`config.mk`:
```
export PLATFORM = sky130hd
export DESIGN_NAME = limp_sequencer_flat
export DESIGN_NICKNAME = d
export VERILOG_FILES = /design/src/rtl/limp_sequencer_if.sv /design/src/rtl/limp_sequencer.sv /design/src/flat_wrapper.sv
export SDC_FILE = /design/constraint.sdc
export NUM_CORES = 1
export LEC_CHECK = 0
export CORE_AREA = 2 2 44 62
export DETAILED_ROUTE_END_ITERATION = 8
export DIE_AREA = 0 0 46 64
export GPL_ROUTABILITY_DRIVEN = 1
export HOLD_SLACK_MARGIN = 0.1
export PLACE_DENSITY = 0.76
export SYNTH_ARGS = -nofsm -noshare
export SYNTH_HDL_FRONTEND = slang
export SYNTH_SLANG_ARGS = --single-unit
export TNS_END_PERCENT = 10
```
`constraint.sdc`:
```
create_clock -name clock -period 5.8 [get_ports clock]
set_input_delay 0.87 -clock clock [delete_from_list [all_inputs] [get_ports clock]]
set_output_delay 0.87 -clock clock [all_outputs]
set_load 0.01 [all_outputs]
```
`src/rtl/limp_sequencer_if.sv`:
```
// Sensor, request and zone-drive bundle between the irrigation controller and limp_sequencer.
// LIMP_SEQ_DONE_CNT_EN adds the completed-sweep counter to the bundle.
interface limp_sequencer_if #(
   parameter int NZ = 4,
   parameter int ZW = ($clog2(NZ) < 1) ? 1 : $clog2(NZ)
);
   logic          adb;
   logic [NZ-1:0] zone_en;
   logic          low;
   logic          ve;
   logic          critico;
   logic          clr;
   logic [2:0]    state;
   logic [ZW-1:0] zone;
   logic [NZ-1:0] valve;
   logic          inj;
   logic          busy;
   logic          fault;
`ifdef LIMP_SEQ_DONE_CNT_EN
   logic [15:0]   done_cnt;
`endif

   modport master (
      output adb, zone_en, low, ve, critico, clr,
`ifdef LIMP_SEQ_DONE_CNT_EN
      input  done_cnt,
`endif
      input  state, zone, valve, inj, busy, fault
   );

   modport slave (
      input  adb, zone_en, low, ve, critico, clr,
`ifdef LIMP_SEQ_DONE_CNT_EN
      output done_cnt,
`endif
      output state, zone, valve, inj, busy, fault
   );
endinterface

```
`src/rtl/limp_sequencer.sv`:
```
// Multi-zone fertilise (ADB) then flush (LIMP) sequencer with supply pause, critical abort and sticky fault.
// Optional completed-sweep counter enabled by defining LIMP_SEQ_DONE_CNT_EN.
module limp_sequencer #(
   parameter int NZ     = 4,
   parameter int CW     = 8,
   parameter int FERT_T = 20,
   parameter int LIMP_T = 10
) (
   input logic             clock,
   input logic             resetN,
   limp_sequencer_if.slave bus
);
   localparam int ZW = ($clog2(NZ) < 1) ? 1 : $clog2(NZ);

   localparam logic [2:0] S_IDLE  = 3'd0;
   localparam logic [2:0] S_SCAN  = 3'd1;
   localparam logic [2:0] S_ADB   = 3'd2;
   localparam logic [2:0] S_LIMP  = 3'd3;
   localparam logic [2:0] S_NEXT  = 3'd4;
   localparam logic [2:0] S_FAULT = 3'd5;

   localparam logic [CW-1:0] FERT_LOAD = CW'(FERT_T - 1);
   localparam logic [CW-1:0] LIMP_LOAD = CW'(LIMP_T - 1);
   localparam logic [ZW-1:0] LAST_ZONE = ZW'(NZ - 1);

   logic [2:0]    state_reg, state_next;
   logic [ZW-1:0] zone_reg, zone_next;
   logic [CW-1:0] cnt_reg, cnt_next;
   logic [NZ-1:0] valve_bits;

   always_comb begin
      state_next = state_reg;
      zone_next  = zone_reg;
      cnt_next   = cnt_reg;
      if (bus.critico && state_reg != S_FAULT) begin
         state_next = S_FAULT;
         zone_next  = '0;
         cnt_next   = '0;
      end else begin
         case (state_reg)
            S_IDLE: begin
               if (bus.adb && bus.ve && !bus.low && |bus.zone_en) begin
                  state_next = S_SCAN;
                  zone_next  = '0;
               end
            end
            S_SCAN: begin
               if (bus.zone_en[zone_reg]) begin
                  state_next = S_ADB;
                  cnt_next   = FERT_LOAD;
               end else begin
                  state_next = S_NEXT;
               end
            end
            S_ADB: begin
               // A dry tank cuts injection short but the zone is still flushed.
               if (bus.low) begin
                  state_next = S_LIMP;
                  cnt_next   = LIMP_LOAD;
               end else if (bus.ve) begin
                  if (cnt_reg == '0) begin
                     state_next = S_LIMP;
                     cnt_next   = LIMP_LOAD;
                  end else begin
                     cnt_next = cnt_reg - 1'b1;
                  end
               end
            end
            S_LIMP: begin
               if (bus.ve) begin
                  if (cnt_reg == '0) begin
                     state_next = S_NEXT;
                  end else begin
                     cnt_next = cnt_reg - 1'b1;
                  end
               end
            end
            S_NEXT: begin
               if (zone_reg == LAST_ZONE) begin
                  state_next = S_IDLE;
                  zone_next  = '0;
               end else begin
                  state_next = S_SCAN;
                  zone_next  = zone_reg + 1'b1;
               end
            end
            S_FAULT: begin
               zone_next = '0;
               cnt_next  = '0;
               if (bus.clr && !bus.critico) begin
                  state_next = S_IDLE;
               end
            end
            default: begin
               state_next = S_IDLE;
               zone_next  = '0;
               cnt_next   = '0;
            end
         endcase
      end
   end

   always_ff @(posedge clock or posedge resetN) begin
      if (resetN) begin
         state_reg <= S_IDLE;
         zone_reg  <= '0;
         cnt_reg   <= '0;
      end else begin
         state_reg <= state_next;
         zone_reg  <= zone_next;
         cnt_reg   <= cnt_next;
      end
   end

   genvar gi;
   generate
      for (gi = 0; gi < NZ; gi++) begin : g_valve
         assign valve_bits[gi] = (state_reg == S_ADB || state_reg == S_LIMP) &&
                                 (zone_reg == ZW'(gi));
      end
   endgenerate

   assign bus.state = state_reg;
   assign bus.zone  = zone_reg;
   assign bus.valve = valve_bits;
   // Injection follows supply so a supply dip pauses the pump without leaving ADB.
   assign bus.inj   = (state_reg == S_ADB) && bus.ve;
   assign bus.busy  = (state_reg == S_SCAN) || (state_reg == S_ADB) ||
                      (state_reg == S_LIMP) || (state_reg == S_NEXT);
   assign bus.fault = (state_reg == S_FAULT);

`ifdef LIMP_SEQ_DONE_CNT_EN
   logic [15:0] done_cnt_reg;

   always_ff @(posedge clock or posedge resetN) begin
      if (resetN) begin
         done_cnt_reg <= '0;
      end else if (!bus.critico && state_reg == S_NEXT && zone_reg == LAST_ZONE &&
                   done_cnt_reg != 16'hFFFF) begin
         done_cnt_reg <= done_cnt_reg + 16'd1;
      end
   end

   assign bus.done_cnt = done_cnt_reg;
`endif
endmodule

```
`src/flat_wrapper.sv`:
```
// flat-port wrapper written by rule: the top's interface ports become plain ports
module limp_sequencer_flat 
#(
   parameter int NZ     = 4,
   parameter int CW     = 8,
   parameter int FERT_T = 20,
   parameter int LIMP_T = 10
)
  (clock, resetN, bus_adb, bus_zone_en, bus_low, bus_ve, bus_critico, bus_clr, bus_state, bus_zone, bus_valve, bus_inj, bus_busy, bus_fault);
  limp_sequencer_if #(.NZ(NZ)) bus_i ();
  input logic clock;
  input logic resetN;
  input wire logic [$bits(bus_i.adb)-1:0] bus_adb;
  input wire logic [$bits(bus_i.zone_en)-1:0] bus_zone_en;
  input wire logic [$bits(bus_i.low)-1:0] bus_low;
  input wire logic [$bits(bus_i.ve)-1:0] bus_ve;
  input wire logic [$bits(bus_i.critico)-1:0] bus_critico;
  input wire logic [$bits(bus_i.clr)-1:0] bus_clr;
  output wire logic [$bits(bus_i.state)-1:0] bus_state;
  output wire logic [$bits(bus_i.zone)-1:0] bus_zone;
  output wire logic [$bits(bus_i.valve)-1:0] bus_valve;
  output wire logic [$bits(bus_i.inj)-1:0] bus_inj;
  output wire logic [$bits(bus_i.busy)-1:0] bus_busy;
  output wire logic [$bits(bus_i.fault)-1:0] bus_fault;
  assign bus_i.adb = bus_adb;
  assign bus_i.zone_en = bus_zone_en;
  assign bus_i.low = bus_low;
  assign bus_i.ve = bus_ve;
  assign bus_i.critico = bus_critico;
  assign bus_i.clr = bus_clr;
  assign bus_state = bus_i.state;
  assign bus_zone = bus_i.zone;
  assign bus_valve = bus_i.valve;
  assign bus_inj = bus_i.inj;
  assign bus_busy = bus_i.busy;
  assign bus_fault = bus_i.fault;
  limp_sequencer #(.NZ(NZ), .CW(CW), .FERT_T(FERT_T), .LIMP_T(LIMP_T)) u_core (.clock(clock), .resetN(resetN), .bus(bus_i));
endmodule
```
== Word level (Yosys, flattened, before mapping) ==
Cells that the tools add are included.
W data, S select, Z words.
Word-level totals
  output and inout bits: 12
  input port bits: 11
  register bits after elaboration: 13
Operators by class
  mux-type cells: 25
  add/sub/neg operators: 2
  reductions and logical operators: 25
  equality and inequality tests: 19
  $lt $le $gt $ge: 1
Operators by type and width (count)
  $mux W8: 7
  $pmux W8 S4: 1
  $mux W3: 9
  $pmux W3 S6: 1
  $ne A3 B1 Y1 const B: 4
  $logic_and A1 B1 Y1: 10
  $logic_not A8 Y1: 1
  $sub A8 B1 Y8 const B: 1
  $eq A3 B2 Y1 const B: 2
  $eq A3 B3 Y1 const B: 2
  $mux W2: 3
  $ne A3 B2 Y1 const B: 2
  $pmux W2 S3: 1
  $reduce_and A6 Y1: 1
  $reduce_and A5 Y1: 1
  $eq A2 B2 Y1 const B: 2
  $logic_or A1 B1 Y1: 4
  $ne A2 B1 Y1 const B: 2
  $ne A4 B2 Y1 const B: 1
  $ne A4 B3 Y1 const B: 1
  $reduce_or A4 Y1: 1
  $eq A3 B1 Y1 const B: 1
  $logic_not A3 Y1: 1
  $lt A2 B3 Y1 const B: 1
  10 further kinds: 12

== Logic depth before layout (Yosys ltp) ==
Gate-level depths: netlist of the first run.
  depth after elaboration: 6
  depth in mapped cells: 8
  gate-level depth less buffers: 7

== Worst setup path after synthesis of the first run ==
No wires, ideal clock.
  path kind: input-to-reg
  start point: input bus_critico
  end point: register u_core.cnt_reg[1]
  slack: 3.562 ns
  cell stages on the path: 7
  library setup time: 0.127 ns
  arrival: 2.110 ns
  cell sequence: buf_2 nor2_1 nand2_1 o2bb2ai_4 or2_1 buf_6 mux2_1
Between the ends
  word-level cells in the longest chain between the ends: 3
  elaborated cells on any way between the ends: 8
  classes of those cells: eq/ne: 5; mux: 1; reduce/logical: 2
RTL lines
  from (decl): line flat_wrapper.sv:17  | input wire logic [$bits(bus_i.critico)-1:0] bus_critico;
  $logic_and A1 B1 Y1 *: line limp_sequencer.sv:35  | if (bus.critico && state_reg != S_FAULT) begin
  $ne A4 B3 Y1 (no source line) (tied with other cells)
  $reduce_and A5 Y1 (no source line)
  to (signal assigned): line limp_sequencer.sv:111  | cnt_reg <= cnt_next;
  to (decl): line limp_sequencer.sv:28  | logic [CW-1:0] cnt_reg, cnt_next;
Mark *: on every way between the ends. The rest lies on a longest branch, timed or not.
A chain may end at the register's enable or synchronous reset.

== Worst setup path in the final report of the first run ==
  start point: input bus_ve
  end point: output bus_inj
Between the ends
  word-level cells in the longest chain between the ends: 1
RTL lines
  from (decl): line flat_wrapper.sv:16  | input wire logic [$bits(bus_i.ve)-1:0] bus_ve;
  $logic_and A1 B1 Y1: line limp_sequencer.sv:127  | assign bus.inj = (state_reg == S_ADB) && bus.ve;
  to (decl): line flat_wrapper.sv:22  | output wire logic [$bits(bus_i.inj)-1:0] bus_inj;
No other way between the ends.

==> results of run 1 <==
==> where the power goes <==
group | switching [W] | internal [W]
logic | 0.000128 | 0.000128
registers | 0.0000379 | 0.000107
clock network | 0.0000335 | 0.0000268
==> area by class of cell <==
| class | count | area share (%) |
|---|---|---|
| Clock buffer | 4 | 1.96 |
| Inverter | 8 | 2.25 |
| Multi-Input combinational cell | 95 | 52.9 |
| Sequential cell | 13 | 24.3 |
| Tap cell | 23 | 2.15 |
| Timing Repair Buffer | 22 | 16.5 |
==> critical path: cells and delay by family <==
kind / cells / cell delay [ns]
buffers and inverters: 2 / 1.10
AND/OR/NAND/NOR: 2 / 0.16
==> cell usage in the layout, fill, tap and decap left out, types with 2 or more instances in the layout <==
cell	count
o21ai_0	5
o21a_1	2
nor2_1	11
o21ai_1	2
a21oi_1	4
clkdlybuf4s50_1	22
a221o_1	2
nand2_1	8
nand2b_1	2
nor3_1	5
ha_1	6
nor3b_1	2
a211o_1	4
and2_1	6
nor4_1	2
a32oi_1	2
inv_1	8
nor4b_1	2
clkbuf_4	3
dfrtp_1	13
nor2b_1	3
nand3_2	2
o2bb2ai_1	2
o31ai_1	2
==> stage by stage <==
step           instances  area [sq um]
6_report             165          1340
3_3_place_gp         161          1310
2_1_floorplan        124          1130
3_5_place_dp         161          1310
5_1_grt              165          1340
4_1_cts              165          1340
==> path summary, 6_finish.rpt <==
check	slack, ns	end	depth (start not counted)
setup / recovery	2.81	bus_inj	4
hold / removal	0.52	u_core.cnt_reg[1]$_DFFE_PP0P_	1
setup reg to reg	3.69	u_core.cnt_reg[1]$_DFFE_PP0P_	7
hold reg to reg	0.52	u_core.cnt_reg[1]$_DFFE_PP0P_	1
max in group asynchronous	4.55	u_core.cnt_reg[6]$_DFFE_PP0P_	2
min in group asynchronous	0.89	u_core.bus.state[1]$_DFFE_PP0P_	2
==> logic make-up after synthesis <==
family | Yosys count
AO/OA/AOI/OAI | 32
XOR/XNOR | 1
adder cells (fa/ha/maj) | 6
buffers and inverters | 16
flip-flops | 13
multiplexers | 3
AND/OR/NAND/NOR | 53
==> layer usage <==
metal / up-vias / wire length [um] / track usage (%)
li1: 488 / - / -
met1: 495 / 1000 / 22.6
met2: 30 / 1440 / 34.7
met3: 5 / 96 / 4.52
met4: 0 / 48 / 13.6
met5: - / 0 / 0
==> impl_results.md, run 1 <==
* Largest net degree at the start of global routing at 14
* Post-synthesis compound-gate area fraction at 22.3%
* Post-CTS setup buffer count at 0
* Die W at 46 um
* CP arrival at approximately 2.1 ns
* CTS resizes at 0
* Die ar. at ~2900 sq um
* Synth Area in XOR/XNOR at less than 1%
* Via Count at 1,018
* Post-Syn Instances at 124
* Area occupied by multi-input gates at 707 sq um
* Vias in the first global route at 1,044
* Hold WC Path Type: reg -> reg
* Cell Rows at 21
* Port Buffer Count at 22
* Overall power at 0.000462 W
* RR Startpoint: u_core.cnt_reg[0]$_DFFE_PP0P_
* Cell repeated most along the worst path: clkdlybuf4s50_1
* CP Data Required Time at 4.93 ns
* Period utilization at about half
* Leak Pwr at about 0.57 nW
* Initial Util at a little under half
* Grt ovf at 0
* Final max-slew violation count at 0
* Final min period at 2.99 ns
* Max stage delay cell, worst path: clkdlybuf4s50_1
* Setup_tns at 0 ns
* Final nets at 160
* Startpoint types: primary input
* Number of enable flip-flop cells after synthesis at 0
* Largest register FFs at 8
* Clock sink total at 13
* Yosys cell types at 46
* Setup crit start: bus_ve
* Synth area leaders: dfrtp_1 (29%), ha_1 (6.7%), buf_6 (4.0%), nor2_1 (3.7%), and2_1 (3.3%)
* Top FF cell, synth: dfrtp_1
* Fraction of layout cells with a size suffix above 1 at between 8 and 9%
* Worst VDD drop at about 0.17 mV
* Max cap viols at 0
* Synth Area in Adders at 6.67%
* Simple-gate area share of the yosys netlist at 29.1%
* Detailed-placement wirelength estimate at about 2000 um
* Routability cong. at 0.843
* Fillers at 227
* FFs w/ async S/R, synth at 100%
* #FFs+latches synth at 13
* Die height at 64 um
* Most common cell in the netlist: dfrtp_1
* Total CTS buffers at 3
* Final setup viols at 0
* Fmax at ~0.33 GHz
* Cell area power density at 345 nW/um^2
* Clock latency at the later pin of the worst-skew pair at 0.29 ns
* Placement-stage worst setup slack at approximately 2.8 ns
* DRT iter0 DRCs at 44
* Worst Setup End Kind: output port
* Seq. cell area at 325 sq um
* Critical path fanouts, max at 5
* Crit-path cells: clkdlybuf4s50_1, nand2_1, nor2_1, clkdlybuf4s50_1
* Yosys top cell area share at 28.9%
* Antenna-violating nets left at 0
* I/O Pins at 23
* Cts-stage hold buffer count at 0
* Sequential-to-total area share from yosys stat at between 20% and 30%
* Hold Slack at between 0.5 and 0.6 ns
* Slowest stage delay, CP at about 0.56 ns
* Normalized max-slew margin at about 66%
* RSZ-0062 raised after global routing: no
* Clock skew at 0.0150 ns
* Area Growth Syn to Fin at 18.8%
* H-tree levels at 1
* Syn_area_per_cell at 9.08 sq um
* Longest Clk Path Bufs at 2
* Initial antenna violation count at 0
* Commonest cells in the netlist: dfrtp_1 (13), nor2_1 (11), inv_1 (8), nand2_1 (8)
* Main combinational cell family by area after synthesis: simple AND/OR/NAND/NOR gates
* Synthesized area at 1130 sq um
* Via density at just over 6
* Drc violations at 0
* Final Util at 56.6%
* Final Hold Viols at 0
* Core area at 2360 sq um
* Total iterations of the first detailed-routing run at 4
* Post-route setup slack at about 2.8 ns
* Syn_nets at 141
* GRT Overall Usage at 21.0%
* Min-Delay Startpoint: u_core.cnt_reg[1]$_DFFE_PP0P_
* First-pass GRT wire length at around 4500 um
* Critical path class: in -> out
* Worst Tran Pin Value at 0.511 ns
* Drt wl/cell at between 15 and 20 um
* Outcome: finished clean
* Yosys Warn Count at 0
* CTS tree: done
* Mux cell area share after synthesis at slightly below 4%
* Post-synth top area cell: dfrtp_1
* Antenna cell count at 0
* Final WL at roughly 2600 um
* Root buffer cell: clkbuf_4
* Worst-path clk slew at approximately 0.070 ns
Power figures use the tool's default switching activity.
==> run 2, diff against run 1 <==
==> constraint.sdc (replaced) <==
create_clock -name clock -period 2.9 [get_ports clock]
set_input_delay 0.435 -clock clock [delete_from_list [all_inputs] [get_ports clock]]
set_output_delay 0.435 -clock clock [all_outputs]
set_load 0.01 [all_outputs]
==> impl_results.md, run 2 (synthesis results as in run 1) <==
* Outcome: finished clean
* Normalized max-slew margin at 65.7% (-0.25 points)
* Commonest cells after routing, fill and taps aside: clkdlybuf4s50_1 (22), dfrtp_1 (13), nor2_1 (11)
* M1 GR Usage at 23.6% (+0.98 points)
* CP Data Required Time at 2.47 ns (-2.46 ns)
* Die W at 46 um (unchanged)
* Setup_tns at 0 ns (unchanged)
* Final min period at 2.47 ns
* CTS resizes at 0 (unchanged)
* GR Layer Usage met2 at 32.6% (-2.1 points)
* Leak Pwr at 0.574 nW (unchanged)
* Final setup viols at 0 (unchanged)
* Fmax at 0.404 GHz
* First-pass GRT wire length at 4320 um (-3.4%)
* Worst-path clk slew at 0.08 ns (about the same)
* Vias in the first global route at 934 (-11%)
* Longest Clk Path Bufs at 2 (unchanged)
* Setup crit start: u_core.bus.state[1]$_DFFE_PP0P_
* Die ar. at 2940 sq um (unchanged)
* RSZ-0062 raised after global routing: no
* Grt ovf at 0 (unchanged)
* Initial antenna violation count at 0 (unchanged)
* Critical path class: reg -> out
* Core area at 2360 sq um (unchanged)
* Final WL at 2580 um (-0.31%)
* Total iterations of the first detailed-routing run at 4 (unchanged)
* Via Count at 1,006 (-1.2%)
* GRT Overall Usage at 19.7% (-1.3 points)
* R2R Path End: u_core.cnt_reg[1]$_DFFE_PP0P_
* Die height at 64 um (unchanged)
* Port Buffer Count at 22 (unchanged)
* Cell area power density at 691 nW/um^2 (+100%)
* Max cap viols at 0 (unchanged)
* RR Startpoint: u_core.cnt_reg[0]$_DFFE_PP0P_
* Post-CTS setup buffer count at 0 (unchanged)
* H-tree levels at 1 (unchanged)
* R2R depth at 7 (unchanged)
* Hold WC Path Type: in -> async
* Area Growth Syn to Fin at 18.8% (unchanged)
* Initial Util at 47.6% (unchanged)
* Clock sink total at 13 (unchanged)
* Slowest stage delay, CP at 0.64 ns (+0.08 ns)
* Worst Tran Pin Value at 0.515 ns (+0.00378 ns)
* Cts-stage hold buffer count at 0 (unchanged)
* Largest net degree at the start of global routing at 14 (unchanged)
* Hold Slack at 0.477 ns (-0.0469 ns)
* Total CTS buffers at 3 (unchanged)
* Max stage delay cell, worst path: dfrtp_1
* I/O Pins at 23 (unchanged)
* Largest register FFs at 8 (unchanged)
* CP arrival at 2.04 ns (-0.08 ns)
* Final Hold Viols at 0 (unchanged)
* Worst VDD drop at 0.421 mV (+150%)
* Crit-path leading delay family: flip-flops
* Routability cong. at 0.868 (+3.0%)
* Period utilization at 85.3%
* Grt met3 use at 2.82% (-1.7 points)
* Drt wl/cell at 15.6 um (-0.31%)
* Antenna-violating nets left at 0 (unchanged)
* Overall power at 0.000925 W (+100%)
* Final Util at 56.6% (unchanged)
* Drc violations at 0 (unchanged)
* Worst Setup End Kind: output port
* Flop2flop setup slack at 0.73 ns (-2.96 ns)
* Detailed-placement wirelength estimate at 1980 um (-0.91%)
* Root buffer cell: clkbuf_4
* DRT iter0 DRCs at 18 (-59%)
* Fraction of layout cells with a size suffix above 1 at 8.45% (unchanged)
* Critical path buffer and inverter count at 1 (-1)
* Critical path fanouts, max at 11 (+6)
* Final max-slew violation count at 0 (unchanged)
* CTS tree: done
* Cell Rows at 21 (unchanged)
* Startpoint types: flop
* Clock skew at 0.00713 ns (-0.00787 ns)
* Crit-path cells: nor2b_1, and2_1, clkdlybuf4s50_1
* Via density at 6.10 (-1.2%)
* GR peak layer: met2
* Final nets at 160 (unchanged)
* Antenna cell count at 0 (unchanged)
* Leading cell type in the layout, fill and taps excluded: clkdlybuf4s50_1
* Clock latency at the later pin of the worst-skew pair at 0.28 ns (about the same)
## run 2: cell counts in the layout (fill, tap and decap cells not counted)
No cell type changed its count.
## run 2: worst max path at each step
stage / to / slack (ns) / cells after the start
3_5_place_dp: u_core.cnt_reg[1]$_DFFE_PP0P_ / 0.42 / 6
4_1_cts: bus_valve[0] / 0.42 / 3
2_1_floorplan: u_core.cnt_reg[1]$_DFFE_PP0P_ / 0.99 / 5
3_3_place_gp: u_core.cnt_reg[1]$_DFFE_PP0P_ / 0.51 / 6
6_report: bus_valve[0] / 0.43 / 3
5_1_grt: bus_busy / 0.33 / 3
## run 2: per-layer routing
layer	routed length [um]	up-vias
li1	-	487
met1	1050	469
met2	1330	42
met3	122	8
met4	75	0
met5	0	-
## run 2: area by class of cell
class / count / area [sq um]
well taps: 23 / 28.8
flip-flops and latches: 13 / 325
inverters: 8 / 30.0
repair buffers: 22 / 220
fillers: 214 / 1030
clock buffers: 4 / 26.3
multi-input cells: 95 / 707
## run 2: through the flow
step           std cells  cell area [sq um]  setup slack, ns
3_3_place_gp         161               1310            0.511
2_1_floorplan        124               1130            0.986
3_5_place_dp         161               1310            0.423
4_1_cts              165               1340            0.425
6_report             165               1340            0.427
5_1_grt              165               1340            0.327
## run 2: power breakdown
group | internal, W | switching [W] | total (W)
Sequential | 0.000213 | 0.0000767 | 0.000290
Clock | 0.0000533 | 0.0000605 | 0.000114
Combinational | 0.000259 | 0.000261 | 0.000521
==> run 3, diff against run 2 <==
--- a/config.mk
+++ b/config.mk
@@ -6,11 +6,13 @@
 export NUM_CORES = 1
 export LEC_CHECK = 0
 export CORE_AREA = 2 2 44 62
+export CTS_BUF_LIST = sky130_fd_sc_hd__clkbuf_16
 export DETAILED_ROUTE_END_ITERATION = 8
 export DIE_AREA = 0 0 46 64
 export GPL_ROUTABILITY_DRIVEN = 1
 export HOLD_SLACK_MARGIN = 0.1
 export PLACE_DENSITY = 0.76
+export SKIP_CTS_REPAIR_TIMING = 1
 export SYNTH_ARGS = -nofsm -noshare
 export SYNTH_HDL_FRONTEND = slang
 export SYNTH_SLANG_ARGS = --single-unit
==> impl_results.md, run 3 (synthesis results as in run 1) <==
* Outcome: finished clean
* Root buffer cell: clkbuf_16
* Flop2flop setup slack at 0.74 ns (about the same)
* Final min period at 2.42 ns (-0.0538 ns)
* Post-Layout Cell Count at 165 (unchanged)
* Period utilization at 83.4% (-1.9 points)
* Clock sink total at 13 (unchanged)
* Fmax at 0.413 GHz (+2.2%)
* Longest Clk Path Bufs at 2 (unchanged)
* I/O Pins at 23 (unchanged)
* Commonest cells after routing, fill and taps aside: clkdlybuf4s50_1 (22), dfrtp_1 (13), nor2_1 (11)
* Core area at 2360 sq um (unchanged)
* Post-placement cell count at 161 (unchanged)
* Worst Tran Pin Value at 0.520 ns (+0.00527 ns)
* Leak Pwr at 0.601 nW (+4.8%)
* Crit-path cells: nor2b_1, and2_1, clkdlybuf4s50_1
* Final nets at 160 (unchanged)
* Largest net degree at the start of global routing at 14 (unchanged)
* Antenna cell count at 0 (unchanged)
* Die W at 46 um (unchanged)
* Routability cong. at 0.868 (unchanged)
* Final setup viols at 0 (unchanged)
* Clock latency at the later pin of the worst-skew pair at 0.25 ns (-0.03 ns)
* Area Growth Syn to Fin at 23.4%
* Vias in the first global route at 949 (+1.6%)
* Die ar. at 2940 sq um (unchanged)
* Fraction of layout cells with a size suffix above 1 at 8.45% (unchanged)
* CTS tree: done
* Startpoint types: flop
* Clock skew at 0.00578 ns (-0.00135 ns)
* Final max-slew violation count at 0 (unchanged)
* DRT iter0 DRCs at 26 (+8)
* Total iterations of the first detailed-routing run at 4 (unchanged)
* Setup crit start: u_core.bus.state[1]$_DFFE_PP0P_
* Max cap viols at 0 (unchanged)
* Critical path class: reg -> out
* Overall power at 0.00108 W (+16%)
* Hold WC Path Type: in -> async
* Area after DPL at 1310 sq um (unchanged)
* Initial Util at 47.6% (unchanged)
* RR Startpoint: u_core.cnt_reg[0]$_DFFE_PP0P_
* Detailed-placement wirelength estimate at 1980 um (unchanged)
* Leading cell type in the layout, fill and taps excluded: clkdlybuf4s50_1
* Worst-path clk slew at 0.05 ns (-0.03 ns)
* First-pass GRT wire length at 4350 um (+0.65%)
* Normalized max-slew margin at 65.3% (-0.35 points)
* Antenna-violating nets left at 0 (unchanged)
* Setup_tns at 0 ns (unchanged)
* Initial antenna violation count at 0 (unchanged)
* Final Hold Viols at 0 (unchanged)
* Critical path buffer and inverter count at 1 (unchanged)
* Critical path fanouts, max at 11 (unchanged)
* Total CTS buffers at 3 (unchanged)
* Via density at 6.18 (+1.4%)
* Largest register FFs at 8 (unchanged)
* Die height at 64 um (unchanged)
* Via Count at 1,020 (+1.4%)
* GRT Overall Usage at 20.1% (+0.38 points)
* Cell Rows at 21 (unchanged)
* Drc violations at 0 (unchanged)
* Worst Setup End Kind: output port
* Post-layout instance area at 1390 sq um (+3.9%)
* H-tree levels at 1 (unchanged)
* CP Data Required Time at 2.47 ns (about the same)
* RSZ-0062 raised after global routing: no
* Slowest stage delay, CP at 0.62 ns (-0.02 ns)
* Crit-path leading delay family: flip-flops
* Port Buffer Count at 22 (unchanged)
* Max stage delay cell, worst path: dfrtp_1
* Worst VDD drop at 0.438 mV (+4.0%)
* Final WL at 2630 um (+2.0%)
* Drt wl/cell at 15.9 um (+2.0%)
* Grt ovf at 0 (unchanged)
* Cell area power density at 774 nW/um^2 (+12%)
* CP arrival at 1.98 ns (-0.06 ns)
==> run 3: stage by stage <==
step / hold slack [ns] / setup WS, ns / utilization, %
5_1_grt: 0.570 / 0.389 / 58.8
3_5_place_dp: 0.528 / 0.423 / 55.4
2_1_floorplan: 0.312 / 0.986 / -
3_3_place_gp: 0.498 / 0.511 / 55.4
4_1_cts: 0.538 / 0.477 / 58.8
6_report: 0.521 / 0.481 / 58.8
==> run 3: worst register-to-register path, delay by kind of cell, from the launching register on <==
kind                       cells  cell delay [ns]
and+or+nand+nor                3             0.70
AOI/OAI and AO/OA              1             0.25
adders and majority gates      1             0.21
buffers and inverters          1             0.12
DFF                            1             0.39
muxes                          1             0.36
==> run 3: area by class of cell <==
cell class                 count  area, sq um
tap                           23         28.8
timing repair buffer          22          220
fill                         206          975
clock buffer                   3         75.1
multi-input combinational     95          707
sequential                    13          325
inverter                       8         30.0
clock inverter                 1         3.75
==> run 3: layer usage <==
layer,wire length [um],track usage (%),vias to the layer above
li1,-,-,488
met1,1040,23.8,486
met2,1370,33.2,37
met3,109,1.98,9
met4,104,11.8,0
met5,0,0,-
==> run 3: worst paths after layout <==
check,endpoint,cells past startpoint
setup reg to reg,u_core.cnt_reg[1]$_DFFE_PP0P_,7
hold / removal,u_core.bus.state[1]$_DFFE_PP0P_,2
min in group clock,u_core.cnt_reg[1]$_DFFE_PP0P_,1
max in group asynchronous,u_core.cnt_reg[5]$_DFFE_PP0P_,2
setup / recovery,bus_valve[0],3
hold reg to reg,u_core.cnt_reg[1]$_DFFE_PP0P_,1
==> run 3: report_power, final <==
group	switching (W)	internal (W)	total, W	leakage (nW)
clock network	0.0000786	0.000182	0.000261	0.0423
logic	0.000264	0.000259	0.000523	0.385
registers	0.0000769	0.000214	0.000291	0.174
